$ cat src/rtl/fp_pkg.sv
// Shared single-precision float definitions for the CA datapath:
// converter FSM states, IEEE-754 field widths, reference constants
// and the field-packing helper.
`timescale 1ns/1ps
package fp_pkg;

    typedef enum logic [1:0] {
        IDLE,
        NORM,
        DONE
    } state_t;

    localparam int FP_BIAS   = 127;
    localparam int FP_EXP_W  = 8;
    localparam int FP_FRAC_W = 23;

    // Reference patterns the downstream float-to-index decoder compares against.
    localparam logic [31:0] FP_ONE     = 32'h3F80_0000;
    localparam logic [31:0] FP_FIFTEEN = 32'h4170_0000;

    // Assemble {sign, exponent, fraction}; the converter only produces
    // non-negative values, so the sign is fixed at zero.
    function automatic logic [31:0] fp_pack(input logic [FP_EXP_W-1:0]  exp_f,
                                            input logic [FP_FRAC_W-1:0] frac_f);
        return {1'b0, exp_f, frac_f};
    endfunction

endpackage

$ cat src/rtl/int_to_float_if.sv
// Request/result handshake bundle of the integer-to-float converter.
// master = producer of integers / consumer of floats, slave = converter.
`timescale 1ns/1ps
interface int_to_float_if #(
    parameter int IN_WIDTH = 16
) ();

    logic                in_valid;
    logic                in_ready;
    logic [IN_WIDTH-1:0] in_int;
    logic                out_valid;
    logic                out_ready;
    logic [31:0]         float;

    modport master (
        output in_valid, in_int, out_ready,
        input  in_ready, out_valid, float
    );

    modport slave (
        input  in_valid, in_int, out_ready,
        output in_ready, out_valid, float
    );

endinterface

$ cat src/rtl/int_to_float.sv
// Sequential unsigned-integer to IEEE-754 single converter.
// The mantissa is normalised by one left shift per cycle until its MSB
// is set; the MSB then becomes the hidden bit and the remaining bits the
// fraction. IN_WIDTH must stay within 2..24 so every result is exact.
`timescale 1ns/1ps
module int_to_float #(
    parameter int IN_WIDTH = 16
) (
    input  logic           clock,
    input  logic           reset,
    int_to_float_if.slave  bus
);
    import fp_pkg::*;

    // Exponent of a value whose MSB sits in bit IN_WIDTH-1.
    localparam logic [FP_EXP_W-1:0] E_START = FP_EXP_W'(FP_BIAS + IN_WIDTH - 1);
    localparam int                  FRAC_PAD = FP_FRAC_W + 1 - IN_WIDTH;

    state_t                state_q, state_d;
    logic [IN_WIDTH-1:0]   m_q, m_d;
    logic [FP_EXP_W-1:0]   e_q, e_d;
    logic [31:0]           float_q, float_d;
    logic [FP_FRAC_W-1:0]  frac_w;
    logic                  in_ready_w;
    logic                  out_valid_w;

    // Drop the hidden bit and left-align the rest into the 23-bit fraction.
    assign frac_w = FP_FRAC_W'(m_q[IN_WIDTH-2:0]) << FRAC_PAD;

    // State register.
    // NOTE: sequential state uses non-blocking assignments so every flop
    // samples the pre-edge values regardless of statement order.
    always_ff @(posedge clock or posedge reset) begin
        if (reset) begin
            state_q <= IDLE;
        end else begin
            state_q <= state_d;
        end
    end

    // Next-state logic: accept in IDLE, shift in NORM, hold in DONE.
    // NOTE: every combinational output is given a default first, so no
    // path through the case statement can leave it unassigned (no latch).
    always_comb begin
        state_d = state_q;
        case (state_q)
            IDLE: if (bus.in_valid) state_d = (bus.in_int == '0) ? DONE : NORM;
            NORM: if (m_q[IN_WIDTH-1]) state_d = DONE;
            DONE: if (bus.out_ready) state_d = IDLE;
            default: state_d = IDLE;
        endcase
    end

    // Handshake outputs decoded from the state register only.
    always_comb begin
        in_ready_w  = (state_q == IDLE);
        out_valid_w = (state_q == DONE);
    end

    // Datapath next values: load on accept, normalise, pack the result.
    always_comb begin
        m_d     = m_q;
        e_d     = e_q;
        float_d = float_q;
        case (state_q)
            IDLE: begin
                if (bus.in_valid) begin
                    m_d = bus.in_int;
                    e_d = E_START;
                    if (bus.in_int == '0) float_d = '0;
                end
            end
            NORM: begin
                if (!m_q[IN_WIDTH-1]) begin
                    m_d = m_q << 1;
                    e_d = e_q - FP_EXP_W'(1);
                end else begin
                    float_d = fp_pack(e_q, frac_w);
                end
            end
            default: ;
        endcase
    end

    // Datapath registers; reset clears any in-flight conversion.
    always_ff @(posedge clock or posedge reset) begin
        if (reset) begin
            m_q     <= '0;
            e_q     <= '0;
            float_q <= '0;
        end else begin
            m_q     <= m_d;
            e_q     <= e_d;
            float_q <= float_d;
        end
    end

    assign bus.in_ready  = in_ready_w;
    assign bus.out_valid = out_valid_w;
    assign bus.float     = float_q;

endmodule
$ cat src/flat_wrapper.sv
// flat-port wrapper written by rule: the top's interface ports become plain ports
module int_to_float_flat import fp_pkg::*;
#(
    parameter int IN_WIDTH = 16
)
  (clock, reset, bus_in_valid, bus_in_int, bus_out_ready, bus_in_ready, bus_out_valid, bus_float);
  int_to_float_if #(.IN_WIDTH(IN_WIDTH)) bus_i ();
  input  logic clock;
  input  logic reset;
  input wire logic [$bits(bus_i.in_valid)-1:0] bus_in_valid;
  input wire logic [$bits(bus_i.in_int)-1:0] bus_in_int;
  input wire logic [$bits(bus_i.out_ready)-1:0] bus_out_ready;
  output wire logic [$bits(bus_i.in_ready)-1:0] bus_in_ready;
  output wire logic [$bits(bus_i.out_valid)-1:0] bus_out_valid;
  output wire logic [$bits(bus_i.float)-1:0] bus_float;
  assign bus_i.in_valid = bus_in_valid;
  assign bus_i.in_int = bus_in_int;
  assign bus_i.out_ready = bus_out_ready;
  assign bus_in_ready = bus_i.in_ready;
  assign bus_out_valid = bus_i.out_valid;
  assign bus_float = bus_i.float;
  int_to_float #(.IN_WIDTH(IN_WIDTH)) u_core (.clock(clock), .reset(reset), .bus(bus_i));
endmodule
$ cat config.mk
export PLATFORM = sky130hd
export DESIGN_NAME = int_to_float_flat
export DESIGN_NICKNAME = d
export VERILOG_FILES = /design/src/rtl/fp_pkg.sv /design/src/rtl/int_to_float_if.sv /design/src/rtl/int_to_float.sv /design/src/flat_wrapper.sv
export SDC_FILE = /design/constraint.sdc
export NUM_CORES = 1
export LEC_CHECK = 0
export BUFFER_PORTS_ARGS = -buffer_cell sky130_fd_sc_hd__buf_2
export CAP_MARGIN = 20
export CORE_MARGIN = 3
export CORE_UTILIZATION = 50
export CTS_CLUSTER_SIZE = 14
export DETAILED_ROUTE_END_ITERATION = 6
export PLACE_DENSITY = 0.73
export SLEW_MARGIN = 5
export SYNTH_ARGS = -nofsm -noshare
export SYNTH_HDL_FRONTEND = slang
export SYNTH_SLANG_ARGS = --single-unit
$ cat constraint.sdc
create_clock -name clock -period 1.9 [get_ports clock]
set_input_delay 0.095 -clock clock [delete_from_list [all_inputs] [get_ports clock]]
set_output_delay 0.095 -clock clock [all_outputs]
set_load 0.03 [all_outputs]
==> metrics.md <==
| Metric | Value |
|---|---|
| Port bufs | `44` |
| Status | `completed` |
| CP endpoint kind | `flip-flop` |
| WS Path Type | `flip-flop to flip-flop` |
| GP Congestion | `around 0.85` |
| Die Area | `between 6000 and 7000 um^2` |
| Post-route ant nets | `0` |
| DR pass1 iterations | `4` |
| Clock Skews | `around 0.0085 ns` |
| Clock tree buffer depth | `2` |
| Worst skew pair latency | `approximately 0.30 ns` |
| GRT Overall Usage | `a little over a fifth` |
| Initial core utilization | `53.8%` |
| Total clock buffers created by CTS | `5` |
| Core ar. | `between 5000 and 6000 um^2` |
| Area grow syn2layout | `10.7%` |
| DRC | `0` |
| Slew margin rel. | `between 40 and 50%` |
| Slew @ Worst Pin | `just under 0.9 ns` |
| Delay-heaviest family, CP | `simple AND/OR/NAND/NOR gates` |
| I/O Pins | `54` |
| Final period util | `between 90% and 100%` |
| Largest net degree at the start of global routing | `50` |
| Startpoint types | `flip-flop` |
| Root Driver | `clkbuf_8` |
| DRT iter0 DRCs | `approximately 320` |
| Final min period | `1.72 ns` |
| Synthesized instance count | `between 200 and 300` |
| Max IR drop VDD | `about 0.00080 V` |
| Layout Utilization | `59.6%` |
| Row cnt | `26` |
| Async SR Flop Fraction | `100%` |
| Hpwl dp | `roughly 4500 um` |
| Setup Viol. Count Final | `0` |
| RSZ-0062 raised after global routing | `false` |
| Final Hold Viols | `0` |
| Clock transition at path regs | `~0.090 ns` |
| CP max stage delay | `approximately 0.53 ns` |
| Critical path cell sequence | `buf_4 -> or3b_2 -> a211oi_1 -> mux2i_1` |
| Synth area leaders | `dfrtp_1, o41ai_2, nor2b_1, o21ai_0, nand3_1` |
| First-pass GRT wire length | `about 11000 um` |
| DRT Wirelength | `6660 um` |
| Crit Path Max Fanout | `8` |
| H-tree Lvls | `2` |
| Static Leak | `roughly 1.4 nW` |
| Yosys top cell area share | `43.0%` |
| Setup_tns | `0 ns` |
| Count leader, synth | `dfrtp_1` |
| Synth warn | `0` |
| Die X | `about 82 um` |
| ANT cells | `0` |
| Min-delay src | `bus_in_int[0]` |
| CTS tree | `built` |
| CP Launch Point | `u_core.state_q[1]` |
| Post-cts resize count | `0` |
| Mapped Avg Cell Area | `9.74 um^2` |
| Critical path arrival | `just under 2 ns` |
| DR WL/cell | `~17 um` |
| Netlist cell types | `40` |
| Vias per inst | `roughly 5.9` |
| Synth Register Bits | `just under 50` |
| Max Transition Viols Final | `0` |
| Slowest stage cell, crit path | `or3b_2` |
| Antenna violations before repair | `0` |
| Power Density | `1600 nW/um^2` |
| Main flop type after synthesis | `dfrtp_1` |
| Gr ovfl total | `0` |
| Worst min-delay path category | `input port to flip-flop` |
| Die height | `81.6 um` |
| Maximum clock rate | `slightly below 0.6 GHz` |
| Post-CTS Setup Inserts | `0` |
| Worst Path Buf+Inv | `1` |
| Max Cap Violations | `0` |
| Top post-synthesis cells by count | `dfrtp_1, o21ai_0, nand2_1, nand3_1, nor2b_1` |
| Layout cells sized above 1 | `between 20% and 30%` |
| Worst R2R Start | `u_core.state_q[1]` |
| Number of synthesized flops with an enable pin | `0` |
| Nets@finish | `349` |
| Worst Path Required | `roughly 2.1 ns` |
| Part of the Yosys area used for sequential elements | `between 40% and 50%` |
| Vias | `around 2400` |
| Vias in the first global route | `about 2200` |
| Cell accounting for the most synthesized area | `dfrtp_1` |
| # clock sinks | `49` |
| Synth Cell Area | `2850 um^2` |
cell families after synthesis:
kind of cell	count (synthesis)	synth area share [%]
simple gates	103	19.7
compound gates	90	26.3
flops	49	43.0
mux	4	1.40
other cells	1	0.131
buf+inv	45	9.03
fa+ha+maj	1	0.438
final cells by class:
class                   instances  area (um^2)
repair buffers                 60          343
clock inverters                 2         10.0
well taps                      70         87.6
flip-flops and latches         49         1230
clock buffers                   6         72.6
inverters                       5         18.8
multi-input cells             207         1400
fillers                       470         2140
flip-flops by register name (all words and copies together) (netlist names):
name	cells
u_core.e_q	8
u_core.bus.float	23
u_core.m_q	16
u_core.state_q	2
cell usage in the layout, fill, tap and decap left out, drive strengths merged, types with 7 or more instances in the layout:
cell type	n
buf	59
conb	9
a22o	15
a21o	13
o41ai	23
nor2	7
o21ai	27
nand3	25
nor2b	24
dfrtp	49
nand2	25
metal layers:
metal  wire length (um)  global-route usage [%]
met3                526                    4.93
met1               3150                    32.2
met4                 36                    4.90
met2               2940                    30.6
met5                  0                       0
stage by stage:
step	cell area (um^2)	hold slack [ns]	power, mW	instances	setup slack, ns
CTS	3160	0.0195	5.08	399	0.176
detailed placement	3070	0.298	4.46	390	0.152
global placement	3070	0.294	4.39	390	0.203
global route	3160	0.0344	5.43	399	0.0469
floorplan	2880	0.235	3.81	301	0.246
finish	3160	0.0303	5.06	399	0.177
what timing repair did:
action,CTS,global route
endpoints found under the hold margin,49,0
hold buffers,1,0
endpoints found under the setup margin,0,0
path summary, 6_finish.rpt:
check	cells after the start	end	slack, ns
setup / recovery	4	u_core.e_q[6]	0.18
hold / removal	2	u_core.m_q[0]	0.03
setup reg to reg	4	u_core.e_q[6]	0.18
hold reg to reg	2	u_core.bus.float[22]	0.53
max in group asynchronous	4	u_core.bus.float[11]	0.99
min in group asynchronous	4	u_core.m_q[9]	0.49
where the power goes:
group / total (mW) / switching, mW / internal [mW] / leakage (nW)
sequential: 1.81 / 0.343 / 1.46 / 0.554
clock: 0.598 / 0.342 / 0.256 / 0.0450
combinational: 2.65 / 1.57 / 1.08 / 0.763
total: 5.06 / 2.25 / 2.80 / 1.36
Power figures use the tool's default switching activity.
